$ cat config.mk
export PLATFORM = sky130hd
export DESIGN_NAME = maindec_ws
export DESIGN_NICKNAME = d
export VERILOG_FILES = /design/src/rtl/maindec_ws.sv
export SDC_FILE = /design/constraint.sdc
export NUM_CORES = 1
export LEC_CHECK = 0
export BUFFER_PORTS_ARGS = -buffer_cell sky130_fd_sc_hd__buf_2
export CAP_MARGIN = 20
export CORE_MARGIN = 2
export CORE_UTILIZATION = 44
export DETAILED_ROUTE_END_ITERATION = 8
export GPL_TIMING_DRIVEN = 1
export PLACE_DENSITY = 0.78
export SLEW_MARGIN = 20
export SYNTH_ARGS = -nofsm -noshare
export SYNTH_HDL_FRONTEND = slang
export SYNTH_SLANG_ARGS = --single-unit
$ cat constraint.sdc
create_clock -name clk -period 2.1 [get_ports clk]
set_clock_uncertainty 0.1 [all_clocks]
set_input_delay 0 -clock clk [delete_from_list [all_inputs] [get_ports clk]]
set_output_delay 0 -clock clk [all_outputs]
set_load 0.05 [all_outputs]
$ cat src/rtl/maindec_ws.sv
// Multicycle MIPS main decoder with wait-state support on memory-access states.
// Memory states (FETCH, MEMRD, MEMWR) hold until done, from a wait counter or mem_ready.
module maindec_ws #(
    parameter int MEM_WAIT  = 0,
    parameter int USE_READY = 0,
    parameter int EXC_EN    = 1
) (
    input  logic       clk,
    input  logic       reset,
    input  logic [5:0] op,
    input  logic       mem_ready,
    output logic       memread,
    output logic       memwrite,
    output logic       iord,
    output logic       irwrite,
    output logic       pcwrite,
    output logic       regwrite,
    output logic       alusrca,
    output logic       branch,
    output logic       bne,
    output logic       epcwrite,
    output logic       causewrite,
    output logic [2:0] alusrcb,
    output logic [1:0] regdst,
    output logic [1:0] memtoreg,
    output logic [1:0] pcsrc,
    output logic [1:0] aluop,
    output logic [1:0] lb,
    output logic       busy,
    output logic [3:0] st
);
    localparam int CW = (MEM_WAIT < 1) ? 1 : $clog2(MEM_WAIT + 1);

    localparam logic [5:0] OP_R    = 6'b000000;
    localparam logic [5:0] OP_LW   = 6'b100011;
    localparam logic [5:0] OP_SW   = 6'b101011;
    localparam logic [5:0] OP_LB   = 6'b100000;
    localparam logic [5:0] OP_LBU  = 6'b100100;
    localparam logic [5:0] OP_BEQ  = 6'b000100;
    localparam logic [5:0] OP_BNE  = 6'b000101;
    localparam logic [5:0] OP_ADDI = 6'b001000;
    localparam logic [5:0] OP_ANDI = 6'b001100;
    localparam logic [5:0] OP_ORI  = 6'b001101;
    localparam logic [5:0] OP_J    = 6'b000010;
    localparam logic [5:0] OP_JAL  = 6'b000011;

    typedef enum logic [3:0] {
        S_FETCH  = 4'd0,  S_DECODE = 4'd1,  S_MEMADR = 4'd2,  S_MEMRD = 4'd3,
        S_MEMWB  = 4'd4,  S_MEMWR  = 4'd5,  S_EXEC   = 4'd6,  S_ALUWB = 4'd7,
        S_BRANCH = 4'd8,  S_IEXEC  = 4'd9,  S_IWB    = 4'd10, S_JUMP  = 4'd11,
        S_JAL    = 4'd12, S_EXC    = 4'd13
    } state_t;

    state_t        state, next;
    logic [CW-1:0] cnt;
    logic          done, mem_state;
    logic [1:0]    lb_sel;

    assign mem_state = (state == S_FETCH) || (state == S_MEMRD) || (state == S_MEMWR);
    assign done      = (USE_READY != 0) ? mem_ready : (cnt == CW'(MEM_WAIT));
    assign busy      = mem_state & ~done;
    assign st        = state;
    assign lb_sel    = (op == OP_LB) ? 2'b01 : ((op == OP_LBU) ? 2'b10 : 2'b00);

    always_comb begin
        next = S_FETCH;
        case (state)
            S_FETCH:  next = done ? S_DECODE : S_FETCH;
            S_DECODE: begin
                case (op)
                    OP_R:                      next = S_EXEC;
                    OP_LW, OP_SW, OP_LB, OP_LBU: next = S_MEMADR;
                    OP_BEQ, OP_BNE:            next = S_BRANCH;
                    OP_ADDI, OP_ANDI, OP_ORI:  next = S_IEXEC;
                    OP_J:                      next = S_JUMP;
                    OP_JAL:                    next = S_JAL;
                    default:                   next = (EXC_EN != 0) ? S_EXC : S_FETCH;
                endcase
            end
            S_MEMADR: next = (op == OP_SW) ? S_MEMWR : S_MEMRD;
            S_MEMRD:  next = done ? S_MEMWB : S_MEMRD;
            S_MEMWR:  next = done ? S_FETCH : S_MEMWR;
            S_EXEC:   next = S_ALUWB;
            S_IEXEC:  next = S_IWB;
            default:  next = S_FETCH;
        endcase
    end

    // Every non-memory state leaves on the next edge, so the counter only
    // survives a clock edge while a memory state is still waiting.
    always_ff @(posedge clk or posedge reset) begin
        if (reset) begin
            state <= S_FETCH;
            cnt   <= '0;
        end else begin
            state <= next;
            if (mem_state && !done) cnt <= cnt + CW'(1);
            else                    cnt <= '0;
        end
    end

    always_comb begin
        memread    = 1'b0;
        memwrite   = 1'b0;
        iord       = 1'b0;
        irwrite    = 1'b0;
        pcwrite    = 1'b0;
        regwrite   = 1'b0;
        alusrca    = 1'b0;
        branch     = 1'b0;
        bne        = 1'b0;
        epcwrite   = 1'b0;
        causewrite = 1'b0;
        alusrcb    = 3'b000;
        regdst     = 2'b00;
        memtoreg   = 2'b00;
        pcsrc      = 2'b00;
        aluop      = 2'b00;
        lb         = 2'b00;
        case (state)
            S_FETCH: begin
                memread = 1'b1;
                alusrcb = 3'b001;
                irwrite = done;
                pcwrite = done;
            end
            S_DECODE: alusrcb = 3'b011;
            S_MEMADR: begin
                alusrca = 1'b1;
                alusrcb = 3'b010;
            end
            S_MEMRD: begin
                iord    = 1'b1;
                memread = 1'b1;
                lb      = lb_sel;
            end
            S_MEMWB: begin
                regwrite = 1'b1;
                memtoreg = 2'b01;
                lb       = lb_sel;
            end
            S_MEMWR: begin
                iord     = 1'b1;
                memwrite = 1'b1;
            end
            S_EXEC: begin
                alusrca = 1'b1;
                aluop   = 2'b10;
            end
            S_ALUWB: begin
                regdst   = 2'b01;
                regwrite = 1'b1;
            end
            S_BRANCH: begin
                alusrca = 1'b1;
                aluop   = 2'b01;
                pcsrc   = 2'b01;
                branch  = (op == OP_BEQ);
                bne     = (op == OP_BNE);
            end
            S_IEXEC: begin
                alusrca = 1'b1;
                case (op)
                    OP_ADDI: begin
                        alusrcb = 3'b010;
                        aluop   = 2'b00;
                    end
                    OP_ANDI, OP_ORI: begin
                        alusrcb = 3'b100;
                        aluop   = 2'b11;
                    end
                    default: ;
                endcase
            end
            S_IWB: regwrite = 1'b1;
            S_JUMP: begin
                pcsrc   = 2'b10;
                pcwrite = 1'b1;
            end
            S_JAL: begin
                pcsrc    = 2'b10;
                pcwrite  = 1'b1;
                regwrite = 1'b1;
                regdst   = 2'b10;
                memtoreg = 2'b10;
            end
            S_EXC: begin
                pcsrc      = 2'b11;
                pcwrite    = 1'b1;
                epcwrite   = 1'b1;
                causewrite = 1'b1;
            end
            default: ;
        endcase
    end
endmodule

======== Yosys cells after proc, flatten, opt, wreduce, memory -nomap -nowiden ========
Index checks and enable logic that the tools add are counted.
storage, ports and cells
  bits in registers ....................... 5
  bits in latches ......................... 0
  memory bits (writable) .................. 0
  memory bits (read-only) ................. 0
  output and inout port bits .............. 29
  logic and storage cells ................. 72
  memories ................................ 0
operators by class
  $add $sub $neg .......................... 1
  multiply operators ...................... 0
  divide/modulo/power cells ............... 0
  magnitude comparators ................... 0
  equal/unequal tests ..................... 24
  shift operators ......................... 0
  muxes and demuxes ....................... 27
  bitwise logic cells ..................... 2
  reduce and logical (&&, ||, !) cells .... 16
operators by type and width
  kind                  count
  $pmux W4 S7           1
  $eq A4 B4 Y1 const B  6
  $eq A6 B6 Y1 const B  4
  $pmux W4 S6           1
  $eq A6 B4 Y1 const B  3
  $eq A4 B3 Y1 const B  4
  $eq A6 B2 Y1 const B  2
  $eq A6 B3 Y1 const B  2
  $pmux W2 S3           2
  $pmux W3 S4           1
  $reduce_or A2 Y1      6
  $reduce_or A4 Y1      3
  $mux W1               11
  $mux W3               3
  $eq A4 B2 Y1 const B  2
  $mux W2               4
  $pmux W2 S2           2
  $logic_not A6 Y1      1
  $pmux W3 S2           1
  $reduce_or A3 Y1      2
  $eq A4 B1 Y1 const B  1
  $logic_not A4 Y1      1
  $logic_or A1 B1 Y1    2
  $pmux W1 S2           1
  4 further kinds       4

======== Longest topological paths before layout ========
  depth after elaboration ................. 5
  gate-level depth with buffers ........... 6
  gate-level depth less buffers ........... 4

======== Worst setup path before layout ========
Ideal clock, no wire load.
  path kind ............................... register to output
  start ................................... register state[0], in the netlist st[0]
  end ..................................... output pcwrite
  arrival time ............................ 3.129 ns
  setup slack ............................. -1.129 ns
  cell stages (with the launch flop) ...... 6
  path through ............................ dfrtp_1 > buf_6 > or2_1 > clkbuf_1 > nor4_1 > or2_2
between the ends
  longest elaborated chain between the ends .. 3
ends and longest elaborated chain
  element                     line  RTL
  start, declared             54    state_t state, next;
  start signal, assigned      96    state <= next;
  $eq A4 B4 Y1                120   case (state)
  $reduce_or A3 Y1 (no line)  -
  $pmux W1 S2 *               120
  end, declared               16    output logic pcwrite,
Mark *: on every way between the ends. The rest lies on a longest branch, timed or not.

======== Final worst setup path ========
  start ................................... register state[0], in the netlist st[0]
  end ..................................... output bne
between the ends
  longest elaborated chain between the ends .. 2
ends and longest elaborated chain
  element        line  RTL
  $eq A4 B4 Y1   120
  $mux W1        120
  end, declared  20    output logic bne,
Every way passes these cells.

==> flow_metrics.env <==
export IMPL_status="complete, no violations"
export IMPL_leakage_nw=0.486
export IMPL_grt_pass1_vias=813
export IMPL_drt_total_wl_mm=2.16
export IMPL_numCtsBuffers=3
export IMPL_finalSetupViolations=0
export IMPL_synth_seq_cells=5
export IMPL_synth_top_family_by_area="simple AND/OR/NAND/NOR gates"
export IMPL_cts_path_max_buffers=2
export IMPL_syn_cell_area_um2=737
export IMPL_slew_viol_final=0
export IMPL_grt_max_degree=14
export IMPL_first_pass_iters=4
export IMPL_grt_pass1_wl_mm=3.46
export IMPL_finalCriticalPeriod_ns=1.93
export IMPL_drc=0
export IMPL_grt_total_usage=0.227
export IMPL_grt_busiest_layer="met2"
export IMPL_cts_tree="done"
export IMPL_synthAdderAreaFrac=0
export IMPL_netlist_instances=106
export IMPL_post_cts_buffers=0
export IMPL_crit_path_end_kind="output port"
export IMPL_via_per_inst=5.87
export IMPL_synth_warnings=0
export IMPL_required_ns=2.00
export IMPL_synthSimpleGateAreaFrac=0.436
export IMPL_syn_nets=115
export IMPL_rsz0062_at_grt="no"
export IMPL_die_area_um2=2020
export IMPL_grt_remaining_overflow=0
export IMPL_placed_cell_area_um2=970
export IMPL_detail_route_antenna_nets=0
export IMPL_clkLatencyLatePin_ns=0.24
export IMPL_worst_ep_arrival_time_ns=1.83
export IMPL_drtIter0Drc=19
export IMPL_fin_util=0.656
export IMPL_hp_class="in -> reg"
export IMPL_cts_root_buf="clkbuf_4"
export IMPL_dp_hpwl_mm=1.67
export IMPL_fp_coreArea_um2=1540
export IMPL_synth_xor_area_frac=0.0238
export IMPL_areaGrowthSynthToFinish_pct=37.2
export IMPL_grt_met2_usage=0.374
export IMPL_drive_gt1_frac=0.440
export IMPL_critical_path_class="reg -> out"
export IMPL_mostFrequentLayoutCell="buf_2"
export IMPL_synthMuxAreaShare=0.0289
export IMPL_grt_util_met1=0.293
export IMPL_hold_viol=0
export IMPL_fp_row_count=14
export IMPL_mostFrequentLayoutCells="35 x buf_2, 14 x nor2_1, 12 x nand2_1"
export IMPL_post_route_period_util=0.921
export IMPL_routed_via_count=922
export IMPL_start_kind="flip-flop"
export IMPL_met3_usage=0.0200
export IMPL_io_pins=38
export IMPL_peakVddDrop_mv=1.24
export IMPL_synth_compound_area_frac=0.216
export IMPL_antenna_found_initial=0
export IMPL_h_tree_depth=1
export IMPL_die_w_um=44.9
export IMPL_powerDensity_nw_per_um2=1660
export IMPL_critPathMaxFanout=11
export IMPL_final_area_um2=1010
export IMPL_wl_per_cell_um=13.8
export IMPL_initial_core_util=0.478
export IMPL_synth_distinct_cells=46
export IMPL_cts_sinks=5
export IMPL_numPortBuffers=36
export IMPL_fmax_mhz=517
export IMPL_cts_clk_slew_worst_paths_ns=0.04
export IMPL_nets=151
export IMPL_die_height_um=44.9
export IMPL_place_congestion=0.915
export IMPL_max_cap_viol_count=0
export IMPL_n_antenna_cell=0
export IMPL_syn_area_per_cell_um2=6.95
export IMPL_fill_cells=144
export IMPL_ys_seq_area_frac=0.170
## layout make-up
class | count | area [um2] | area share
multi-input cells | 86 | 601 | 0.594
inverters | 6 | 22.5 | 0.0223
clock buffers | 4 | 26.3 | 0.0260
flip-flops and latches | 5 | 126 | 0.125
well taps | 16 | 20.0 | 0.0198
repair buffers | 40 | 215 | 0.213
## sequential cells by signal (all words and copies together) (netlist names)
| name | flops |
|---|---|
| cnt | 1 |
| st | 4 |
## cells by family after synthesis
logic type | after synthesis
XOR/XNOR | 2
other | 1
buffers and inverters | 15
AND/OR/NAND/NOR | 59
AO/OA/AOI/OAI | 22
flip-flops | 5
multiplexers | 2
## final timing paths
| check | start | to | slack, ns | cells after the start |
|---|---|---|---|---|
| max in group asynchronous | reset | st[0] | 1.63 | 3 |
| max reg2reg | st[1] | st[0] | 0.51 | 5 |
| min reg2reg | st[2] | st[3] | 0.53 | 1 |
| max | st[0] | bne | 0.17 | 5 |
| min in group asynchronous | reset | st[1] | 0.10 | 3 |
| min | op[4] | st[3] | 0.05 | 3 |
## report_power, final
part           internal, mW  total, mW  switching, mW  leakage [nW]
Combinational         0.366       1.38           1.01         0.410
Sequential            0.132      0.189         0.0564        0.0615
Clock                0.0717      0.110         0.0382        0.0150
## worst max-delay path, cell delays in order, from the launching register on
cell and delay, ns:
dfrtp_2 0.47, or2_4 0.32, nor2_1 0.11, nand4_1 0.22, nor3b_4 0.22, clkbuf_4 0.25
## synth_stat cells, drive strengths merged
cell / instances / area, um2
a2111oi: 1 / 8.76
a211oi: 2 / 15.0
a21oi: 5 / 25.0
a221o: 1 / 10.0
a221oi: 1 / 8.76
a311o: 1 / 10.0
a311oi: 1 / 8.76
and2: 1 / 6.26
and2b: 1 / 8.76
and3: 4 / 26.3
buf: 5 / 41.3
clkbuf: 4 / 25.0
clkinv: 1 / 3.75
conb: 1 / 3.75
dfrtp: 5 / 125
inv: 5 / 18.8
mux2: 1 / 11.3
mux2i: 1 / 10.0
nand2: 12 / 45.0
nand2b: 5 / 41.3
nand3: 3 / 20.0
nand4: 3 / 18.8
nor2: 16 / 60.1
nor2b: 3 / 18.8
nor3: 2 / 10.0
nor3b: 1 / 7.51
nor4: 2 / 12.5
o2111ai: 1 / 8.76
o21ai: 4 / 20.0
o22ai: 3 / 25.0
o311ai: 1 / 8.76
o32a: 1 / 10.0
or2: 3 / 18.8
or3: 1 / 6.26
or4: 1 / 7.51
or4b: 1 / 13.8
xnor2: 1 / 8.76
xor2: 1 / 8.76
## layer usage
layer	wire length, um	up-vias
met1	909	436
li1	-	444
met3	146	2
met4	17	0
met5	0	-
met2	1090	40
## timing repair
item                                    CTS  global route
hold buffers                              1             0
gates resized for setup                   0             2
endpoints found under the setup margin    0             1
endpoints found under the hold margin     5             0
## metrics by stage
step	power [mW]	TNS (ns)	cells	hold WS [ns]	setup WS [ns]
2_1_floorplan	1.30	-0.245	106	-0.322	-0.0728
3_3_place_gp	1.53	0	152	-0.209	0.349
3_5_place_dp	1.55	0	152	-0.200	0.318
4_1_cts	1.66	0	157	0.0409	0.0490
5_1_grt	1.78	0	157	0.0664	0.0358
6_report	1.67	0	157	0.0529	0.166
Note: power is estimated with default switching activity, not from simulation.
